## config.mk

```make
export PLATFORM = sky130hd
export DESIGN_NAME = lift_seq_ctrl_flat
export DESIGN_NICKNAME = d
export VERILOG_FILES = /design/src/rtl/lift_seq_ctrl_if.sv /design/src/rtl/lift_seq_ctrl.sv /design/src/flat_wrapper.sv
export SDC_FILE = /design/constraint.sdc
export NUM_CORES = 1
export LEC_CHECK = 0
export CAP_MARGIN = 0
export CORE_MARGIN = 5
export CORE_UTILIZATION = 44
export CTS_CLUSTER_SIZE = 10
export DETAILED_ROUTE_END_ITERATION = 10
export PLACE_DENSITY = 0.84
export SLEW_MARGIN = 20
export SYNTH_ARGS = -nofsm -noshare
export SYNTH_HDL_FRONTEND = slang
export SYNTH_SLANG_ARGS = --single-unit
```

## constraint.sdc

```tcl
create_clock -name clk -period 2.4 [get_ports clk]
set_clock_uncertainty 0.15 [all_clocks]
set_input_delay 0.48 -clock clk [delete_from_list [all_inputs] [get_ports clk]]
set_output_delay 0.48 -clock clk [all_outputs]
set_load 0.02 [all_outputs]
```

## src/rtl/lift_seq_ctrl_if.sv

```systemverilog
// lift_seq_ctrl_if
//   Bundles the sample-RAM port pair and the arithmetic-stage operand/result
//   signals used by the lifting sequencer.
//   master: the sequencer (drives addresses, strobes, operands)
//   slave : RAMs + arithmetic stage (return read data and result)
// Signals
//   pix_addr_even/odd  AW  RAM addresses (read and write)
//   pix_dout_even/odd  W   RAM read data, valid one cycle after address
//   pix_we_even/odd    1   RAM write strobes
//   wr_data            W   RAM write data (shared by both RAMs)
//   pix_left/right/p   W   operands to the arithmetic stage
//   pix_even_odd       1   1 = predict (odd target), 0 = update (even target)
//   pix_fwd_inv        1   captured transform direction
//   op_valid           1   operands stable this cycle
//   res_din            W   combinational result from the arithmetic stage
interface lift_seq_ctrl_if #(
  parameter int W  = 26,
  parameter int AW = 7
);
  logic [AW-1:0] pix_addr_even;
  logic [AW-1:0] pix_addr_odd;
  logic [W-1:0]  pix_dout_even;
  logic [W-1:0]  pix_dout_odd;
  logic          pix_we_even;
  logic          pix_we_odd;
  logic [W-1:0]  wr_data;
  logic [W-1:0]  pix_left;
  logic [W-1:0]  pix_right;
  logic [W-1:0]  pix_p;
  logic          pix_even_odd;
  logic          pix_fwd_inv;
  logic          op_valid;
  logic [W-1:0]  res_din;

  modport master (
    output pix_addr_even, pix_addr_odd, pix_we_even, pix_we_odd, wr_data,
           pix_left, pix_right, pix_p, pix_even_odd, pix_fwd_inv, op_valid,
    input  pix_dout_even, pix_dout_odd, res_din
  );

  modport slave (
    input  pix_addr_even, pix_addr_odd, pix_we_even, pix_we_odd, wr_data,
           pix_left, pix_right, pix_p, pix_even_odd, pix_fwd_inv, op_valid,
    output pix_dout_even, pix_dout_odd, res_din
  );
endinterface

```

## src/rtl/lift_seq_ctrl.sv

```systemverilog
// lift_seq_ctrl
//   Sequencer feeding the 5/3 lifting arithmetic stage. Walks one row held in
//   split even/odd RAMs, fetching left/right/centre operands per sample and
//   writing the returned result back in place. Two passes per start:
//   forward = predict then update, inverse = update then predict.
//   Every sample takes RD0, RD1, RD2, EX, WR (5 cycles).
// Optional feature
//   LIFT_CYC_CNT_EN : adds o_cyc_cnt, a saturating count of busy cycles,
//                     cleared on start and held after done.
// Ports
//   clk        in   clock, rising edge
//   rst_n      in   asynchronous active-low reset
//   i_start    in   begin a row (honoured only while idle)
//   i_fwd_inv  in   1 = forward, 0 = inverse; captured with start
//   o_busy     out  high while a row is in progress
//   o_done     out  one-cycle pulse after the final write
//   o_cyc_cnt  out  busy-cycle counter (LIFT_CYC_CNT_EN only)
//   bus        if   RAM and arithmetic-stage signals (master side)
module lift_seq_ctrl #(
  parameter int W     = 26,
  parameter int AW    = 7,
  parameter int NHALF = 128
) (
  input  logic clk,
  input  logic rst_n,
  input  logic i_start,
  input  logic i_fwd_inv,
  output logic o_busy,
  output logic o_done,
`ifdef LIFT_CYC_CNT_EN
  output logic [15:0] o_cyc_cnt,
`endif
  lift_seq_ctrl_if.master bus
);

  localparam int IW       = AW + 1;
  localparam int LAST_INT = NHALF - 1;
  localparam logic [AW:0] LAST_IDX = LAST_INT[AW:0];

  typedef enum logic [2:0] {
    S_IDLE, S_RD0, S_RD1, S_RD2, S_EX, S_WR, S_DONE
  } state_t;

  state_t        r_state;
  state_t        w_nextState;
  logic [AW:0]   r_idx;
  logic          r_pass;
  logic          r_fwdInv;
  logic [W-1:0]  r_left;
  logic [W-1:0]  r_right;
  logic [W-1:0]  r_p;
  logic [W-1:0]  r_wrData;

  logic          w_predict;
  logic          w_active;
  logic          w_lastIdx;
  logic [AW-1:0] w_idxAddr;
  logic [AW-1:0] w_idxUp;
  logic [AW-1:0] w_idxDn;
  logic [AW-1:0] w_addrEven;
  logic [AW-1:0] w_addrOdd;
  logic          w_weEven;
  logic          w_weOdd;

  // First pass matches the direction (forward starts with predict); the
  // second pass flips it.
  assign w_predict = r_fwdInv ^ r_pass;
  assign w_active  = (r_state == S_RD0) || (r_state == S_RD1) || (r_state == S_RD2) ||
                     (r_state == S_EX)  || (r_state == S_WR);
  assign w_lastIdx = (r_idx == LAST_IDX);
  assign w_idxAddr = r_idx[AW-1:0];
  // Symmetric extension: the right neighbour of the last sample and the left
  // neighbour of sample 0 mirror back onto the edge sample.
  assign w_idxUp   = w_lastIdx ? w_idxAddr : w_idxAddr + AW'(1);
  assign w_idxDn   = (r_idx == '0) ? w_idxAddr : w_idxAddr - AW'(1);

  // State register; reset drops any row in flight.
  always_ff @(posedge clk or negedge rst_n) begin
    if (!rst_n) r_state <= S_IDLE;
    else        r_state <= w_nextState;
  end

  // Next-state: fixed five-state walk per sample, pass turnover and row end
  // decided at WR.
  always_comb begin
    w_nextState = r_state;
    case (r_state)
      S_IDLE:  if (i_start) w_nextState = S_RD0;
      S_RD0:   w_nextState = S_RD1;
      S_RD1:   w_nextState = S_RD2;
      S_RD2:   w_nextState = S_EX;
      S_EX:    w_nextState = S_WR;
      S_WR:    w_nextState = (w_lastIdx && r_pass) ? S_DONE : S_RD0;
      S_DONE:  w_nextState = S_IDLE;
      default: w_nextState = S_IDLE;
    endcase
  end

  // RAM addressing and write strobes. Both addresses sit on the current
  // index while active; RD0 (update) and RD1 (predict) point one RAM at the
  // neighbour sample instead.
  always_comb begin
    w_addrEven = '0;
    w_addrOdd  = '0;
    w_weEven   = 1'b0;
    w_weOdd    = 1'b0;
    if (w_active) begin
      w_addrEven = w_idxAddr;
      w_addrOdd  = w_idxAddr;
    end
    case (r_state)
      S_RD0: if (!w_predict) w_addrOdd  = w_idxDn;
      S_RD1: if (w_predict)  w_addrEven = w_idxUp;
      S_WR: begin
        w_weOdd  = w_predict;
        w_weEven = !w_predict;
      end
      default: ;
    endcase
  end

  // Control and operand registers. Read data arrives one cycle after its
  // address, so RD1 captures the RD0 fetch and RD2 captures the RD1 fetch.
  always_ff @(posedge clk or negedge rst_n) begin
    if (!rst_n) begin
      r_idx    <= '0;
      r_pass   <= 1'b0;
      r_fwdInv <= 1'b0;
      r_left   <= '0;
      r_right  <= '0;
      r_p      <= '0;
      r_wrData <= '0;
    end else begin
      case (r_state)
        S_IDLE: if (i_start) begin
          r_fwdInv <= i_fwd_inv;
          r_idx    <= '0;
          r_pass   <= 1'b0;
        end
        S_RD1: begin
          r_left <= w_predict ? bus.pix_dout_even : bus.pix_dout_odd;
          r_p    <= w_predict ? bus.pix_dout_odd  : bus.pix_dout_even;
        end
        S_RD2: r_right  <= w_predict ? bus.pix_dout_even : bus.pix_dout_odd;
        S_EX:  r_wrData <= bus.res_din;
        S_WR: begin
          if (!w_lastIdx) begin
            r_idx <= r_idx + IW'(1);
          end else if (!r_pass) begin
            r_idx  <= '0;
            r_pass <= 1'b1;
          end
        end
        default: ;
      endcase
    end
  end

`ifdef LIFT_CYC_CNT_EN
  logic [15:0] r_cycCnt;

  // Busy-cycle counter: restarts with each row, saturates, holds when idle.
  always_ff @(posedge clk or negedge rst_n) begin
    if (!rst_n)                             r_cycCnt <= '0;
    else if (r_state == S_IDLE && i_start)  r_cycCnt <= '0;
    else if (w_active && r_cycCnt != 16'hFFFF) r_cycCnt <= r_cycCnt + 16'd1;
  end

  assign o_cyc_cnt = r_cycCnt;
`endif

  assign o_busy            = w_active;
  assign o_done            = (r_state == S_DONE);
  assign bus.pix_addr_even = w_addrEven;
  assign bus.pix_addr_odd  = w_addrOdd;
  assign bus.pix_we_even   = w_weEven;
  assign bus.pix_we_odd    = w_weOdd;
  assign bus.wr_data       = r_wrData;
  assign bus.pix_left      = r_left;
  assign bus.pix_right     = r_right;
  assign bus.pix_p         = r_p;
  assign bus.pix_even_odd  = w_active & w_predict;
  assign bus.pix_fwd_inv   = r_fwdInv;
  assign bus.op_valid      = (r_state == S_EX);

endmodule

```

## src/flat_wrapper.sv

```systemverilog
// flat-port wrapper written by rule: the top's interface ports become plain ports
module lift_seq_ctrl_flat 
#(
  parameter int W     = 26,
  parameter int AW    = 7,
  parameter int NHALF = 128
)
  (clk, rst_n, i_start, i_fwd_inv, o_busy, o_done, bus_pix_addr_even, bus_pix_addr_odd, bus_pix_we_even, bus_pix_we_odd, bus_wr_data, bus_pix_left, bus_pix_right, bus_pix_p, bus_pix_even_odd, bus_pix_fwd_inv, bus_op_valid, bus_pix_dout_even, bus_pix_dout_odd, bus_res_din);
  lift_seq_ctrl_if #(.W(W), .AW(AW)) bus_i ();
  input  logic clk;
  input  logic rst_n;
  input  logic i_start;
  input  logic i_fwd_inv;
  output logic o_busy;
  output logic o_done;
  output wire logic [$bits(bus_i.pix_addr_even)-1:0] bus_pix_addr_even;
  output wire logic [$bits(bus_i.pix_addr_odd)-1:0] bus_pix_addr_odd;
  output wire logic [$bits(bus_i.pix_we_even)-1:0] bus_pix_we_even;
  output wire logic [$bits(bus_i.pix_we_odd)-1:0] bus_pix_we_odd;
  output wire logic [$bits(bus_i.wr_data)-1:0] bus_wr_data;
  output wire logic [$bits(bus_i.pix_left)-1:0] bus_pix_left;
  output wire logic [$bits(bus_i.pix_right)-1:0] bus_pix_right;
  output wire logic [$bits(bus_i.pix_p)-1:0] bus_pix_p;
  output wire logic [$bits(bus_i.pix_even_odd)-1:0] bus_pix_even_odd;
  output wire logic [$bits(bus_i.pix_fwd_inv)-1:0] bus_pix_fwd_inv;
  output wire logic [$bits(bus_i.op_valid)-1:0] bus_op_valid;
  input wire logic [$bits(bus_i.pix_dout_even)-1:0] bus_pix_dout_even;
  input wire logic [$bits(bus_i.pix_dout_odd)-1:0] bus_pix_dout_odd;
  input wire logic [$bits(bus_i.res_din)-1:0] bus_res_din;
  assign bus_pix_addr_even = bus_i.pix_addr_even;
  assign bus_pix_addr_odd = bus_i.pix_addr_odd;
  assign bus_pix_we_even = bus_i.pix_we_even;
  assign bus_pix_we_odd = bus_i.pix_we_odd;
  assign bus_wr_data = bus_i.wr_data;
  assign bus_pix_left = bus_i.pix_left;
  assign bus_pix_right = bus_i.pix_right;
  assign bus_pix_p = bus_i.pix_p;
  assign bus_pix_even_odd = bus_i.pix_even_odd;
  assign bus_pix_fwd_inv = bus_i.pix_fwd_inv;
  assign bus_op_valid = bus_i.op_valid;
  assign bus_i.pix_dout_even = bus_pix_dout_even;
  assign bus_i.pix_dout_odd = bus_pix_dout_odd;
  assign bus_i.res_din = bus_res_din;
  lift_seq_ctrl #(.W(W), .AW(AW), .NHALF(NHALF)) u_core (.clk(clk), .rst_n(rst_n), .i_start(i_start), .i_fwd_inv(i_fwd_inv), .o_busy(o_busy), .o_done(o_done), .bus(bus_i));
endmodule
```

# Word-level counts from Yosys, hierarchy flattened
# Cells that the tools add are included.
# op_classes
n_reduce_logical	12
n_addsub	3
bitwise_logic	2
muxes	21
n_eq_ne	10
# op_table
cell	n
2-to-1 mux 26 bit	2
2-to-1 mux 7 bit	7
2-to-1 mux 8 bit	3
one-hot mux 3 bit (6 select lines)	1
one-hot mux 8 bit (2 select lines)	1
== test 3 bit, second input constant	3
adder 8 x 1 -> 8 bit, second input constant	1
== test 8 x 7 -> 1 bit, second input constant	1
zero test 8 bit	1
adder 7 x 1 -> 7 bit, second input constant	1
subtractor 7 x 1 -> 7 bit, second input constant	1
== test 3 x 2 -> 1 bit, second input constant	2
2-to-1 mux 3 bit	2
AND reduction 3 bit	2
logical OR 1 bit	4
2-to-1 mux 1 bit	4
== test 3 x 1 -> 1 bit, second input constant	1
zero test 3 bit	1
!= test 3 bit, second input constant	1
!= test 2 x 1 -> 1 bit, second input constant	1
!= test 2 bit, second input constant	1
one-hot mux 1 bit (2 select lines)	1
AND reduction 2 bit	1
nonzero test 2 bit	1
other kinds (4)	4
# totals
out_inout_bits	125
register_bits	117
word_cells	56
inputBits	82

# Longest topological paths before layout
# Gate-level depths: netlist (run 1).
# depth
word_depth	8
mapped_depth	7
depth_no_buf	7

# Least setup slack after synthesis (run 1)
# No wires, ideal clock.
# synth_path
path_kind	reg2out
from	reg u_core.r_idx[0]
to	out bus_pix_addr_odd[6]
n_path_buf	1
setup_slack_ns	-0.074
arrival_time_ns	1.844
required_time_ns	1.770
stages_incl_launch_ff	7
path_cell_list	dfrtp_1 inv_1 ha_1 and4b_1 clkbuf_1 nand2b_1 o311ai_1
# synth_via
elab_chain_cells	4
word_cells_on_any_way	5
cone_classes	add/sub (1); mux (3); reduce/logical (1)
# synth_lines
element	line_no	source
start, declared	lift_seq_ctrl.sv:46	logic [AW:0] r_idx;
start signal, assigned	lift_seq_ctrl.sv:148	r_idx <= r_idx + IW'(1);
subtractor 7 x 1 -> 7 bit / zero test 8 bit (equally long branches)	lift_seq_ctrl.sv:75	assign w_idxDn = (r_idx == '0) ? w_idxAddr : w_idxAddr - AW'(1);
2-to-1 mux 7 bit (*)	lift_seq_ctrl.sv:75	
2-to-1 mux 7 bit (*)	lift_seq_ctrl.sv:112	S_RD0: if (!w_predict) w_addrOdd = w_idxDn;
2-to-1 mux 7 bit (*)	lift_seq_ctrl.sv:111	case (r_state)
end, declared	flat_wrapper.sv:17	output wire logic [$bits(bus_i.pix_addr_odd)-1:0] bus_pix_addr_odd;
# Every way passes the cells marked *; elsewhere a longest branch is shown, timed or not.

# Worst setup path after layout (run 1)
# layout_path
from	reg u_core.r_state[2]
to	out bus_pix_addr_even[6]
# layout_via
elab_chain_cells	8
word_cells_on_any_way	12
cone_classes	eq/ne (5); mux (3); reduce/logical (4)
# layout_lines
element	line_no	source
start, declared	lift_seq_ctrl.sv:44	state_t r_state;
start signal, assigned	lift_seq_ctrl.sv:80	else r_state <= w_nextState;
== test 3 x 1 -> 1 bit / == test 3 x 2 -> 1 bit (equally long branches)	lift_seq_ctrl.sv:68, lift_seq_ctrl.sv:111	
logical OR 1 bit (3 in series)	lift_seq_ctrl.sv:68	assign w_active = (r_state == S_RD0) || (r_state == S_RD1) || (r_state == S_RD2) ||
logical OR 1 bit	lift_seq_ctrl.sv:69	(r_state == S_EX) || (r_state == S_WR);
2-to-1 mux 7 bit	lift_seq_ctrl.sv:107	if (w_active) begin
2-to-1 mux 7 bit	lift_seq_ctrl.sv:113	S_RD1: if (w_predict) w_addrEven = w_idxUp;
2-to-1 mux 7 bit (*)	lift_seq_ctrl.sv:111	
end, declared	flat_wrapper.sv:16	output wire logic [$bits(bus_i.pix_addr_even)-1:0] bus_pix_addr_even;
# Marked as above.

==> results of run 1 <==
==> routing by layer <==
layer,up-vias,part of all wire [%]
li1,2455,-
met1,2573,39
met2,252,52
met3,36,7.0
met4,0,2.4
met5,-,0
==> final timing paths <==
path                                          from                  endpoint  slack (ns)  depth (start not counted)
max                              u_core.r_state[2]      bus_pix_addr_even[6]       -0.24                          7
min                        u_core.bus.pix_left[18]   u_core.bus.pix_left[18]        0.33                          2
max reg2reg                 u_core.bus.pix_fwd_inv  u_core.bus.pix_right[10]        0.11                          7
min reg2reg                u_core.bus.pix_left[18]   u_core.bus.pix_left[18]        0.33                          2
max in group asynchronous                    rst_n           u_core.r_idx[2]        1.00                          3
min in group asynchronous                    rst_n      u_core.bus.pix_p[15]        0.35                          2
==> worst register-to-register path: stages (launching register included) <==
cell and delay (ns):
dfrtp_2 0.44, buf_6 0.15, xnor2_4 0.28, buf_6 0.17
buf_4 0.11, buf_4 0.32, mux2i_1 0.39, o21ai_0 0.13
==> sequential cells by signal, indices dropped and copies added (netlist names) <==
| name | flops |
|---|---|
| u_core.r_idx | 8 |
| u_core.bus.pix_right | 26 |
| u_core.bus.pix_p | 26 |
| u_core.bus.pix_left | 26 |
| u_core.bus.wr_data | 26 |
| u_core.r_state | 3 |
| u_core.bus.pix_fwd_inv | 1 |
| u_core.r_pass | 1 |
==> stage by stage <==
| stage | cells | hold WS [ns] | power, W | util [%] | setup WS [ns] |
|---|---|---|---|---|---|
| global placement | 936 | 0.181 | 0.0104 | 65.8 | -0.331 |
| floorplan | 550 | 0.0344 | 0.00729 | - | -0.00177 |
| detailed placement | 936 | 0.185 | 0.0107 | 65.8 | -0.320 |
| global route | 992 | 0.343 | 0.0150 | 75.1 | -0.326 |
| finish | 992 | 0.329 | 0.0142 | 75.1 | -0.243 |
| CTS | 988 | 0.323 | 0.0140 | 74.0 | -0.228 |
==> cell usage after synthesis, types with 3 or more instances <==
library cell / count
a21oi_1: 6
nand2_1: 116
buf_4: 8
a221o_1: 3
o21ai_0: 55
a22o_1: 3
nor3_1: 11
inv_1: 6
a31oi_1: 30
mux2i_1: 31
mux2_2: 27
dfrtp_1: 117
nor3b_1: 3
o21ai_1: 4
nand3_1: 6
ha_1: 4
nor2_1: 45
clkbuf_1: 22
buf_2: 9
==> repair_timing <==
item | in CTS | in global routing
setup buffers | 19 | 6
resized for setup | 150 | 31
hold buffers | 1 | 0
pin swaps | 16 | 9
endpoints found under the hold margin | 11 | 0
endpoints found under the setup margin | 20 | 17
gates cloned | 1 | 0
==> cell families (layout without fill, tap and decap cells) <==
| kind of cell | count (synthesis) | in the layout | share of synthesized area (%) |
|---|---|---|---|
| AOI/OAI and AO/OA | 115 | 115 | 12.6 |
| xor gates and xnor gates | 3 | 3 | 0.481 |
| adders and majority gates | 4 | 4 | 0.916 |
| buffers and inverters | 47 | 321 | 4.12 |
| DFF | 117 | 117 | 53.6 |
| muxes | 58 | 58 | 11.2 |
| and+or+nand+nor | 206 | 206 | 17.1 |
==> layout make-up <==
type,instances,area (um^2)
multi-input combinational,386,2580
clock inverter,12,154
clock buffer,19,453
tap,168,210
sequential,117,2940
timing repair buffer,284,2740
fill,822,3010
inverter,6,30.0
==> report_power, final <==
group	switching [W]	internal (W)	leakage (nW)
Sequential	0.000570	0.00294	1.40
Clock	0.000882	0.00168	0.280
Combinational	0.00430	0.00379	2.30
==> metrics.md, run 1 <==
| Metric | Value |
|---|---|
| Die width | `121 um` |
| Slew HR | `63.3%` |
| CP arrival | `2.01 ns` |
| Met2 usage | `45.9%` |
| Critical path buffers and inverters | `3` |
| Final Max Tran Viols | `0` |
| Max H-tree Level | `4` |
| VDD IR max | `1.32 mV` |
| Pleak | `3.98 nW` |
| Yosys warns | `0` |
| Hpwl dp | `13.2 mm` |
| Placed Area | `7980 um^2` |
| IO Count | `207` |
| Layout cells sized above 1 | `25.8%` |
| Worst EP required | `1.77 ns` |
| ANT cells | `0` |
| Failing checks | `setup timing` |
| Post-DR wirelength/cell | `19.1 um` |
| Power Density | `1560 nW/um^2` |
| Clock Tree Buf Depth | `2` |
| Delay-heaviest family, CP | `simple AND/OR/NAND/NOR gates` |
| Post-synth EDFFs | `0` |
| Residual DRC count | `0` |
| TritonCTS buffer count | `17` |
| Outcome | `finished, violations left` |
| Initial antenna violation count | `0` |
| Core area | `12,100 um^2` |
| Pre-antenna DRT Iters | `5` |
| Antenna Nets Post-Route | `0` |
| Largest net degree at the start of global routing | `71` |
| Post-synth ARST share | `100%` |
| Most frequent cells in the layout | `clkdlybuf4s50_1, nand2_1, dfrtp_1, buf_4, o21ai_0` |
| Via count | `5,316` |
| Tmin final | `2.64 ns` |
| Clk root buf | `clkbuf_16` |
| Fin area | `9100 um^2` |
| Initial Util | `45.1%` |
| Total wire length | `18.9 mm` |
| Drt via density | `5.36` |
| Fin worst setup slack | `-0.243 ns` |
| Worst path cell trace | `buf_6 -> buf_12 -> nor3b_4 -> nand2_4 -> nor4_2 -> nor3_1 -> buf_4` |
| Startpoint types | `flip-flop` |
| Most common cell after layout, fill and taps aside | `clkdlybuf4s50_1` |
| Mapped Avg Cell Area | `9.94 um^2` |
| GRT overflow | `0` |
| Met1 Use GR | `30.5%` |
| CP max FO | `8` |
| Critical Path Sink Type | `output port` |
| Post-synthesis cell area | `5470 um^2` |
| IO buf count | `206` |
| CP max stage delay | `0.39 ns` |
| Crit Path Category | `flip-flop to output port` |
| Final net count | `898` |
| Max Cap Viol | `0` |
| Seq/Total Area, Yosys | `53.6%` |
| Die height | `121 um` |
| Main area contributors after synthesis | `dfrtp_1, nand2_1, mux2i_1` |
| Peak Freq | `0.378 GHz` |
| Setup TNS | `-2.53 ns` |
| Slowest CP cell | `dfrtp_1` |
| Post-synth net total | `636` |
| Worst-Margin Slew | `0.550 ns` |
| Setup violators final | `15` |
| Synthesis-to-finish area growth | `66.5%` |
| Tcrit/Tclk final | `110%` |
| Starting DRC count in detailed routing | `572` |
| Post-synth top area share | `53.6%` |
| DIE AREA | `14,800 um^2` |
| Unique masters post-synth | `53` |
| Vias in the first global route | `5,598` |
| Ys flop type | `dfrtp_1` |
| Met3 usage | `6.57%` |
| Site Rows | `40` |
| Yosys top cell by area | `dfrtp_1` |
| Clock Latency Late Sink | `0.40 ns` |
| Global Route Usage Sum | `26.0%` |
| GR peak layer | `met2` |
| Clock net sink count | `117` |
| Synthesized instance count | `550` |
| Final Hold Viols | `0` |
| RSZ-0062 raised after global routing | `true` |
| Worst min-delay path class | `flip-flop to flip-flop` |
| #FFs+latches synth | `117` |
| GPL Wtd Cong | `0.877` |
| CTS tree | `built` |
| First-pass GRT wire length | `29.9 mm` |
| Worst-path clk slew | `0.06 ns` |
Power figures use the tool's default switching activity.
==> run 2, diff against run 1 <==
--- a/config.mk
+++ b/config.mk
@@ -6,8 +6,10 @@
 export NUM_CORES = 1
 export LEC_CHECK = 0
 export CAP_MARGIN = 0
+export CELL_PAD_IN_SITES_DETAIL_PLACEMENT = 2
+export CELL_PAD_IN_SITES_GLOBAL_PLACEMENT = 2
 export CORE_MARGIN = 5
-export CORE_UTILIZATION = 44
+export CORE_UTILIZATION = 26
 export CTS_CLUSTER_SIZE = 10
 export DETAILED_ROUTE_END_ITERATION = 10
 export PLACE_DENSITY = 0.84
==> metrics.md, run 2 (synthesis gave the netlist of run 1 again) <==
| Metric | Value |
|---|---|
| Most frequent cells in the layout | `clkdlybuf4s50_1, nand2_1, dfrtp_1, buf_4, o21ai_0` |
| Starting DRC count in detailed routing | `150 (-74%)` |
| Tmin final | `2.76 ns (+0.116 ns)` |
| Power Total | `0.0146 W (+3.3%)` |
| Site Rows | `53 (+33%)` |
| VDD IR max | `0.749 mV (-43%)` |
| CP arrival | `2.13 ns (+0.12 ns)` |
| Final Max Tran Viols | `0 (unchanged)` |
| Worst reg2reg path depth | `7 (unchanged)` |
| Max Cap Viol | `0 (unchanged)` |
| Via count | `5,381 (+1.2%)` |
| Antenna Nets Post-Route | `0 (unchanged)` |
| Setup violators final | `16 (+1)` |
| Worst R2R End | `u_core.bus.pix_left[0]` |
| Initial Util | `26.2% (-19 points)` |
| Failing checks | `setup timing` |
| R2R Setup Slk | `0.07 ns (-0.04 ns)` |
| Die height | `155 um (+28%)` |
| Peak Freq | `0.362 GHz (-4.2%)` |
| RSZ-0062 raised after global routing | `true` |
| DIE AREA | `24,000 um^2 (+63%)` |
| Die width | `155 um (+28%)` |
| CP max FO | `6 (-2)` |
| Clk root buf | `clkbuf_16` |
| IO Count | `207 (unchanged)` |
| Setup TNS | `-4.22 ns (-1.69 ns)` |
| Post-DR wirelength/cell | `22.1 um (+16%)` |
| Total wire length | `24.3 mm (+28%)` |
| Largest net degree at the start of global routing | `54 (-24%)` |
| TritonCTS buffer count | `17 (unchanged)` |
| Worst EP required | `1.77 ns (about the same)` |
| Residual DRC count | `0 (unchanged)` |
| Pleak | `4.02 nW (+0.90%)` |
| Fin worst setup slack | `-0.359 ns (-0.116 ns)` |
| Hpwl dp | `15.6 mm (+18%)` |
| Most common cell after layout, fill and taps aside | `clkdlybuf4s50_1` |
| Critical Path Sink Type | `output port` |
| First-pass GRT wire length | `35.5 mm (+19%)` |
| GPL Wtd Cong | `0.804 (-8.3%)` |
| Startpoint types | `flip-flop` |
| ANT cells | `0 (unchanged)` |
| Worst min-delay path startpoint | `u_core.bus.pix_right[20]` |
| Reg2reg start | `u_core.r_pass` |
| Power Density | `1570 nW/um^2 (+0.83%)` |
| Pre-antenna DRT Iters | `4 (-1)` |
| Clock Tree Buf Depth | `2 (unchanged)` |
| IO buf count | `206 (unchanged)` |
| Initial antenna violation count | `1 (+1)` |
| Vias in the first global route | `6,096 (+8.9%)` |
| Final Hold Viols | `0 (unchanged)` |
| Clock net sink count | `117 (unchanged)` |
| Core area | `20,900 um^2 (+72%)` |
| Worst-path clk slew | `0.06 ns (about the same)` |
| Worst min-delay path class | `flip-flop to flip-flop` |
| Crit Path Category | `flip-flop to output port` |
| Worst-Margin Slew | `0.608 ns (+0.0579 ns)` |
| Layout cells sized above 1 | `26.4% (+0.51 points)` |
| Slew HR | `59.5% (-3.9 points)` |
| Tcrit/Tclk final | `115% (+4.8 points)` |
| Max H-tree Level | `4 (unchanged)` |
| Hold path endpoint | `u_core.bus.pix_right[20]` |
| Global Route Usage Sum | `19.0% (-7.0 points)` |
| Clock Latency Late Sink | `0.41 ns (about the same)` |
| Synthesis-to-finish area growth | `70.5%` |
| Fill cells | `2,171 (+160%)` |
| CTS tree | `built` |
| GRT overflow | `0 (unchanged)` |
| Drt via density | `4.88 (-8.9%)` |
| Outcome | `finished, violations left` |
| Final net count | `901 (+0.33%)` |
| Hold path depth | `2 (unchanged)` |
## run 2: final cells by class
type	instances	area (um^2)	area share, %
Multi-Input combinational cell	386	2630	28.2
Timing Repair Buffer	287	2790	29.9
Clock buffer	18	439	4.71
Inverter	6	35.0	0.376
Clock inverter	13	158	1.69
Tap cell	275	344	3.69
Sequential cell	117	2930	31.5
## run 2: per-stage QoR
step	area (um^2)	worst slack, ns	hold slack [ns]	cells	utilization, %
6_report	9320	-0.359	0.329	1102	44.6
2_1_floorplan	5480	-0.00177	0.0344	550	-
3_5_place_dp	8180	-0.373	0.320	1049	39.1
3_3_place_gp	8180	-0.317	0.310	1049	39.1
5_1_grt	9320	-0.414	0.356	1102	44.6
4_1_cts	9040	-0.273	0.335	1090	43.3
## run 2: timing repair
action,CTS,global route
hold buffers,1,0
resized for setup,154,45
buffers inserted,9,12
hold endpoints to repair,29,0
cloned,0,1
pin swaps,13,14
setup endpoints to repair,64,37
## run 2: worst max path at each step
stage	start	to	slack (ns)	cells after the start
floorplan	u_core.r_idx[1]	bus_pix_addr_even[2]	-0.002	5
detailed placement	u_core.bus.pix_fwd_inv	bus_pix_addr_odd[2]	-0.37	5
global placement	u_core.bus.pix_fwd_inv	bus_pix_addr_odd[4]	-0.32	5
global route	u_core.r_idx[1]	bus_pix_addr_even[1]	-0.41	8
finish	u_core.r_idx[0]	bus_pix_addr_odd[5]	-0.36	7
CTS	u_core.r_idx[1]	bus_pix_addr_odd[5]	-0.27	6
## run 2: report_power, final
part           total (W)  switching, W  internal (W)
clock network    0.00262      0.000966       0.00165
registers        0.00353      0.000598       0.00293
logic            0.00847       0.00465       0.00382
total             0.0146       0.00621       0.00841
## run 2: worst max-delay path, stage by stage, from the launching register on
cell and delay, ns:
dfrtp_1 0.45, inv_2 0.13, ha_4 0.14, and4b_2 0.31, buf_6 0.16, nor2_2 0.05, a221o_1 0.33, buf_6 0.14
## run 2: per-layer routing
metal	global-route usage (%)	up-vias	share of wire [%]
met5	0	-	0.053
met4	6.22	2	2.3
met3	4.34	36	4.8
met2	35.0	167	53
met1	21.7	2731	40
li1	-	2445	-
==> run 3, diff against run 2 <==
--- a/config.mk
+++ b/config.mk
@@ -12,6 +12,7 @@
 export CORE_UTILIZATION = 26
 export CTS_CLUSTER_SIZE = 10
 export DETAILED_ROUTE_END_ITERATION = 10
+export HOLD_SLACK_MARGIN = 0.02
 export PLACE_DENSITY = 0.84
 export SLEW_MARGIN = 20
 export SYNTH_ARGS = -nofsm -noshare
==> results of run 3 <==
The final DEF is identical to that of run 2; final timing and power are the same.
